--- src/rtl/mmio_button_events_pkg.sv ---
// Shared constants for the button event block: register offsets and press-count sizing.
package mmio_button_events_pkg;

    localparam int unsigned OFF_LEVEL = 0;
    localparam int unsigned OFF_PEND  = 1;
    localparam int unsigned OFF_CNT   = 2;

    localparam int unsigned CNT_W   = 8;
    localparam logic [7:0]  CNT_MAX = 8'hFF;

    function automatic logic [CNT_W-1:0] sat_inc(input logic [CNT_W-1:0] v);
        return (v == CNT_MAX) ? v : v + 8'd1;
    endfunction

endpackage

--- src/rtl/mmio_button_events_if.sv ---
// Processor data-bus view of the button event register window.
interface mmio_button_events_if;
    logic        wEn;
    logic [11:0] addr;
    logic [31:0] dataIn;
    logic [31:0] dataOut;
    logic        hit;

    modport master (output wEn, output addr, output dataIn, input dataOut, input hit);
    modport slave  (input wEn, input addr, input dataIn, output dataOut, output hit);
endinterface

--- src/rtl/mmio_button_events_btn_debounce.sv ---
// One button: 2-flop synchroniser, stability counter, debounced level and press strobe.
module mmio_button_events_btn_debounce #(
    parameter int unsigned DEBOUNCE_CYCLES = 500000
) (
    input  logic clk,
    input  logic reset_n,
    input  logic i_raw,
    output logic o_level,
    output logic o_press
);
    localparam int unsigned CNT_BITS = $clog2(DEBOUNCE_CYCLES);
    localparam logic [CNT_BITS-1:0] CNT_LAST = CNT_BITS'(DEBOUNCE_CYCLES - 1);

    logic                r_sync1;
    logic                r_sync2;
    logic                r_stable;
    logic                r_stable_prev;
    logic [CNT_BITS-1:0] r_cnt;

    always_ff @(posedge clk or negedge reset_n) begin
        if (!reset_n) begin
            r_sync1       <= 1'b0;
            r_sync2       <= 1'b0;
            r_stable      <= 1'b0;
            r_stable_prev <= 1'b0;
            r_cnt         <= '0;
        end else begin
            r_sync1       <= i_raw;
            r_sync2       <= r_sync1;
            r_stable_prev <= r_stable;
            // Any return to the accepted level restarts the stability window.
            if (r_sync2 == r_stable) begin
                r_cnt <= '0;
            end else if (r_cnt == CNT_LAST) begin
                r_stable <= r_sync2;
                r_cnt    <= '0;
            end else begin
                r_cnt <= r_cnt + 1'b1;
            end
        end
    end

    assign o_level = r_stable;
    assign o_press = r_stable & ~r_stable_prev;

endmodule

--- src/rtl/mmio_button_events.sv ---
// Button status window: per-button debounce, sticky pending bits (W1C) and saturating press counts.
module mmio_button_events
    import mmio_button_events_pkg::*;
#(
    parameter int unsigned NUM_BTN         = 3,
    parameter int unsigned DEBOUNCE_CYCLES = 500000,
    parameter logic [11:0] BASE_ADDR       = 12'd1008
) (
    input  logic                 clk,
    input  logic                 reset_n,
    input  logic [NUM_BTN-1:0]   btn_raw,
    mmio_button_events_if.slave  bus,
    output logic                 event_pending,
    output logic [NUM_BTN-1:0]   btn_level
);
    logic [NUM_BTN-1:0]            w_press;
    logic [NUM_BTN-1:0]            w_level;
    logic [NUM_BTN-1:0]            r_pend;
    logic [NUM_BTN-1:0]            w_pend_d;
    logic [NUM_BTN-1:0][CNT_W-1:0] r_cnt;
    logic [NUM_BTN-1:0][CNT_W-1:0] w_cnt_d;
    logic [11:0]                   w_off;
    logic                          w_wr_pend;
    logic                          w_wr_cnt;
    logic                          w_unused_data;

    for (genvar g = 0; g < NUM_BTN; g++) begin : g_btn
        mmio_button_events_btn_debounce #(
            .DEBOUNCE_CYCLES(DEBOUNCE_CYCLES)
        ) u_debounce (
            .clk    (clk),
            .reset_n(reset_n),
            .i_raw  (btn_raw[g]),
            .o_level(w_level[g]),
            .o_press(w_press[g])
        );
    end

    assign btn_level     = w_level;
    assign w_off         = bus.addr - BASE_ADDR;
    assign bus.hit       = (bus.addr >= BASE_ADDR) && (bus.addr <= BASE_ADDR + 12'd2);
    assign w_wr_pend     = bus.wEn && bus.hit && (w_off == 12'(OFF_PEND));
    assign w_wr_cnt      = bus.wEn && bus.hit && (w_off == 12'(OFF_CNT));
    assign w_unused_data = ^bus.dataIn[31:NUM_BTN];

    // Clear is applied first and the press on top, so a same-cycle press wins.
    always_comb begin
        w_pend_d = r_pend;
        w_cnt_d  = r_cnt;
        if (w_wr_pend) begin
            w_pend_d = r_pend & ~bus.dataIn[NUM_BTN-1:0];
        end
        w_pend_d = w_pend_d | w_press;
        for (int i = 0; i < NUM_BTN; i++) begin
            if (w_wr_cnt && bus.dataIn[i]) begin
                w_cnt_d[i] = '0;
            end
            if (w_press[i]) begin
                w_cnt_d[i] = sat_inc(w_cnt_d[i]);
            end
        end
    end

    always_ff @(posedge clk or negedge reset_n) begin
        if (!reset_n) begin
            r_pend        <= '0;
            r_cnt         <= '0;
            event_pending <= 1'b0;
        end else begin
            r_pend        <= w_pend_d;
            r_cnt         <= w_cnt_d;
            event_pending <= |w_pend_d;
        end
    end

    always_comb begin
        bus.dataOut = '0;
        if (bus.hit) begin
            case (w_off[1:0])
                2'(OFF_LEVEL): bus.dataOut[NUM_BTN-1:0] = w_level;
                2'(OFF_PEND):  bus.dataOut[NUM_BTN-1:0] = r_pend;
                2'(OFF_CNT): begin
                    for (int i = 0; i < NUM_BTN; i++) begin
                        bus.dataOut[i*CNT_W +: CNT_W] = r_cnt[i];
                    end
                end
                default: bus.dataOut = '0;
            endcase
        end
    end

endmodule

--- src/flat_wrapper.sv ---
// flat-port wrapper written by rule: the top's interface ports become plain ports
module mmio_button_events_flat import mmio_button_events_pkg::*;
#(
    parameter int unsigned NUM_BTN         = 3,
    parameter int unsigned DEBOUNCE_CYCLES = 500000,
    parameter logic [11:0] BASE_ADDR       = 12'd1008
)
  (clk, reset_n, btn_raw, event_pending, btn_level, bus_wEn, bus_addr, bus_dataIn, bus_dataOut, bus_hit);
  mmio_button_events_if bus_i ();
  input  logic clk;
  input  logic reset_n;
  input  logic [NUM_BTN-1:0] btn_raw;
  output logic event_pending;
  output logic [NUM_BTN-1:0] btn_level;
  input wire logic [$bits(bus_i.wEn)-1:0] bus_wEn;
  input wire logic [$bits(bus_i.addr)-1:0] bus_addr;
  input wire logic [$bits(bus_i.dataIn)-1:0] bus_dataIn;
  output wire logic [$bits(bus_i.dataOut)-1:0] bus_dataOut;
  output wire logic [$bits(bus_i.hit)-1:0] bus_hit;
  assign bus_i.wEn = bus_wEn;
  assign bus_i.addr = bus_addr;
  assign bus_i.dataIn = bus_dataIn;
  assign bus_dataOut = bus_i.dataOut;
  assign bus_hit = bus_i.hit;
  mmio_button_events #(.NUM_BTN(NUM_BTN), .DEBOUNCE_CYCLES(DEBOUNCE_CYCLES), .BASE_ADDR(BASE_ADDR)) u_core (.clk(clk), .reset_n(reset_n), .btn_raw(btn_raw), .bus(bus_i), .event_pending(event_pending), .btn_level(btn_level));
endmodule
--- config.mk ---
export PLATFORM = sky130hd
export DESIGN_NAME = mmio_button_events_flat
export DESIGN_NICKNAME = d
export VERILOG_FILES = /design/src/rtl/mmio_button_events_pkg.sv /design/src/rtl/mmio_button_events_if.sv /design/src/rtl/mmio_button_events_btn_debounce.sv /design/src/rtl/mmio_button_events.sv /design/src/flat_wrapper.sv
export SDC_FILE = /design/constraint.sdc
export NUM_CORES = 1
export LEC_CHECK = 0
export CAP_MARGIN = 10
export CELL_PAD_IN_SITES_DETAIL_PLACEMENT = 1
export CELL_PAD_IN_SITES_GLOBAL_PLACEMENT = 2
export CORE_UTILIZATION = 30
export CTS_CLUSTER_SIZE = 30
export DETAILED_ROUTE_END_ITERATION = 7
export PLACE_DENSITY = 0.83
export SLEW_MARGIN = 20
export SYNTH_ARGS = -nofsm -noshare
export SYNTH_HDL_FRONTEND = slang
export SYNTH_SLANG_ARGS = --single-unit
--- constraint.sdc ---
create_clock -name clk -period 1.9 [get_ports clk]
set_clock_uncertainty 0.2 [all_clocks]
set_input_delay 0.285 -clock clk [delete_from_list [all_inputs] [get_ports clk]]
set_output_delay 0.285 -clock clk [all_outputs]
set_load 0.05 [all_outputs]
==> summary.md <==
| Metric | Value |
|---|---|
| Status | finished with violations |
| Failing checks | setup timing |
| RSZ-0062 raised after global routing | true |
| Clock transition at path regs | approximately 0.07 ns |
| Adder-cell share of the synthesized area | less than 1% |
| FF-to-FF Start | u_core.g_btn[2].u_debounce.r_cnt[10] |
| Antenna violations before repair | 0 |
| CP Capture Type | primary output |
| Starting Density | a little under a third |
| Layout cells sized above 1 | about a third |
| DR pass1 iterations | 4 |
| Post-DP HPWL | 10,400 um |
| Sequential share of power | about half |
| Iteration-0 DRC count of the detailed router | 184 |
| Port Buffers | 49 |
| Gate power share | 7.2% |
| XOR/XNOR Fraction of Synth Area | 8.11% |
| Syn Std Cell Area | 5070 um^2 |
| Die X | roughly 130 um |
| Hold path depth | 0 |
| Final Hold Fails | 0 |
| Cell area after layout | 7410 um^2 |
| Bufs on Longest Clock Path | 2 |
| DIE AREA | around 17,000 um^2 |
| PwrDens | slightly below 600 nW/um^2 |
| GPL Wtd Cong | 0.779 |
| Most frequent cells in the layout | dfrtp_1 (94), buf_4 (69), nor2_1 (55), xnor2_1 (34), buf_12 (30) |
| Ys async rst share | between 90% and 100% |
| Worst VDD drop | around 0.46 mV |
| Post-synthesis sequential area ratio | 47.8% |
| Flop-to-flop setup slack | -0.09 ns |
| Leakage | ~3 nW |
| Critical R2R Capture | u_core.g_btn[2].u_debounce.r_cnt[6] |
| Area growth syn-to-layout | 46.0% |
| Slew @ Worst Pin | 0.564 ns |
| Predominant post-synthesis flop cell | dfrtp_1 |
| Overall routed net length | about 15,000 um |
| Inst Count DP | about 840 |
| Post-synth EDFFs | 0 |
| GRT Total Usage | between 10% and 20% |
| Vias in the first global route | 4,774 |
| Slew HR | ~62% |
| Core footprint | 16,500 um^2 |
| H-tree depth | 3 |
| TritonCTS Buffers | 9 |
| Worst-skew pair later-pin latency | about 0.35 ns |
| Sw Pwr | between 1 and 1.5 mW |
| Internal | approximately 3.4 mW |
| Power Total | between 4 and 5 mW |
| Synth Area in Compound Gates | under 10% |
| TritonCTS clock tree | built |
| Max Slew Vio Count | 0 |
| First-pass GRT wire length | around 24,000 um |
| Height of the die | about 130 um |
| Clock Power Share | 44.4% |
| Via density | roughly 5 |
| Final Setup Violations | 65 |
| Mean Syn Cell Area | approximately 10 um^2 |
| Crit path required time | 1.41 ns |
| Worst Setup Start Kind | input port |
| Sink Count | 97 |
| Mux cell area share after synthesis | approximately 1.8% |
| Fin crit share | 107% |
| Worst min-delay path category | flop to flop |
| Ant. Diodes | 0 |
| DRT antenna net count | 0 |
| CP Class | input port to primary output |
| Largest family of logic cells by synthesized area | simple AND/OR/NAND/NOR gates |
| Pin count of the biggest net entering global routing | 44 |
| Setup WS post-layout | -0.136 ns |
| Hold Crit Start | u_core.g_btn[0].u_debounce.r_sync1 |
| FF+latch count, synth | 97 |
| Post-Synth Simple-Gate Area | between 20% and 30% |
| Placed Area | ~6600 um^2 |
| Fin crit period | 2.04 ns |
| Commonest non-fill, non-tap cell in the layout | dfrtp_1 |
| Worst hold path endpoint | u_core.g_btn[0].u_debounce.r_sync2 |
| Root buf cell | clkbuf_16 |
| Routed len/inst | between 15 and 20 um |
| NumNets Final | 701 |
| Final non-filler cell total | between 800 and 900 |
| Syn Inst Count | 521 |
| Post-layout util | about 45% |
| Reg2reg path depth | 6 |
| DRC | 0 |
| Num rows | 47 |
| Synth warn | 0 |
| Max frequency | 0.491 GHz |
| Setup TNS | -4.06 ns |
| Worst Path Arrival | ~1.6 ns |
| Max-cap viol count | 0 |
| Gr ovfl total | 0 |
| Pre-CTS setup slack | -0.644 ns |
| Fin Hold WS | between 0.1 and 0.15 ns |
| Distinct cells, synth | 54 |
| Top Ports | between 80 and 90 |
| Via count | around 4,400 |
| Critical-path maximum fanout | 5 |
| Sw frac | a little under a quarter |
## per-layer routing
metal  up-vias  track usage, %  wire length [um]
met5         -               0                 0
met4         0            5.49               238
li1       2080               -                 -
met1      2226            19.3              6070
met3        16            3.19               285
met2        47            31.7              8010
## cell families after synthesis
family          count (synthesis)
simple gates                  261
mux                             9
xor+xnor                       47
fa+ha+maj                       3
compound gates                 59
buf+inv                        44
other cells                     1
flops                          97
## Yosys cell counts, types with 16 or more instances
| cell | n | share of area, % |
|---|---|---|
| a21oi_1 | 20 | 2.0 |
| and2_1 | 24 | 3.0 |
| nor4_1 | 17 | 2.1 |
| nor2_1 | 81 | 6.0 |
| inv_1 | 21 | 1.6 |
| xnor2_1 | 34 | 5.9 |
| nand2_1 | 27 | 2.0 |
| nor3_1 | 16 | 1.6 |
| nand4_1 | 19 | 2.3 |
| dfrtp_1 | 97 | 48 |
| nand3_1 | 28 | 2.8 |
## worst max-delay path, stage by stage
cell	delay, ns
buf_6	0.10
nand4bb_4	0.22
or4_4	0.58
a21oi_4	0.20
buf_12	0.16
## power by group through the flow
| stage | clock network (mW) | registers, mW | logic [mW] |
|---|---|---|---|
| after floorplan | 0 | 2.15 | 0.139 |
| after global placement | 0 | 2.16 | 0.263 |
| after detailed placement | 0 | 2.16 | 0.273 |
| after CTS | 1.99 | 2.12 | 0.293 |
| after global routing | 2.08 | 2.12 | 0.343 |
| final | 1.95 | 2.12 | 0.315 |
## worst max path at each step
| stage | from | end | slack (ns) | cells after the start |
|---|---|---|---|---|
| 2_1_floorplan | bus_addr[11] | bus_dataOut[0] | -0.12 | 3 |
| 3_3_place_gp | bus_addr[11] | u_core.r_cnt[0] | -0.58 | 5 |
| 3_5_place_dp | bus_addr[11] | u_core.r_cnt[0] | -0.64 | 5 |
| 4_1_cts | bus_addr[10] | bus_hit | -0.17 | 5 |
| 5_1_grt | u_core.g_btn[2].u_debounce.r_cnt[10] | u_core.g_btn[2].u_debounce.r_cnt[6] | -0.18 | 6 |
| 6_report | bus_addr[10] | bus_hit | -0.14 | 5 |
## sequential cells by signal (all words and copies together), names as in the netlist
register,cells
u_core.g_btn.u_debounce.r_cnt,57
u_core.g_btn.u_debounce.r_sync2,3
u_core.g_btn.u_debounce.o_level,3
u_core.g_btn.u_debounce.r_sync1,3
u_core.event_pending,1
u_core.r_pend,3
u_core.g_btn.u_debounce.r_stable_prev,3
u_core.r_cnt,24
## area by class of cell
class | instances | area [um^2]
Fill cell | 1842 | 9120
Multi-Input combinational cell | 387 | 2850
Sequential cell | 97 | 2430
Timing Repair Buffer | 132 | 1460
Tap cell | 220 | 275
Clock buffer | 9 | 225
Clock inverter | 5 | 81.3
Inverter | 21 | 78.8
## timing repair
action                                 CTS  global route
hold buffers                             1             0
cloned                                   1             1
setup buffers                            7             6
endpoints found under the hold margin   26             0
setup endpoints to repair               65            87
gates resized for setup                 60            64
pin swaps                               21            24
Note: power is estimated with default switching activity, not from simulation.
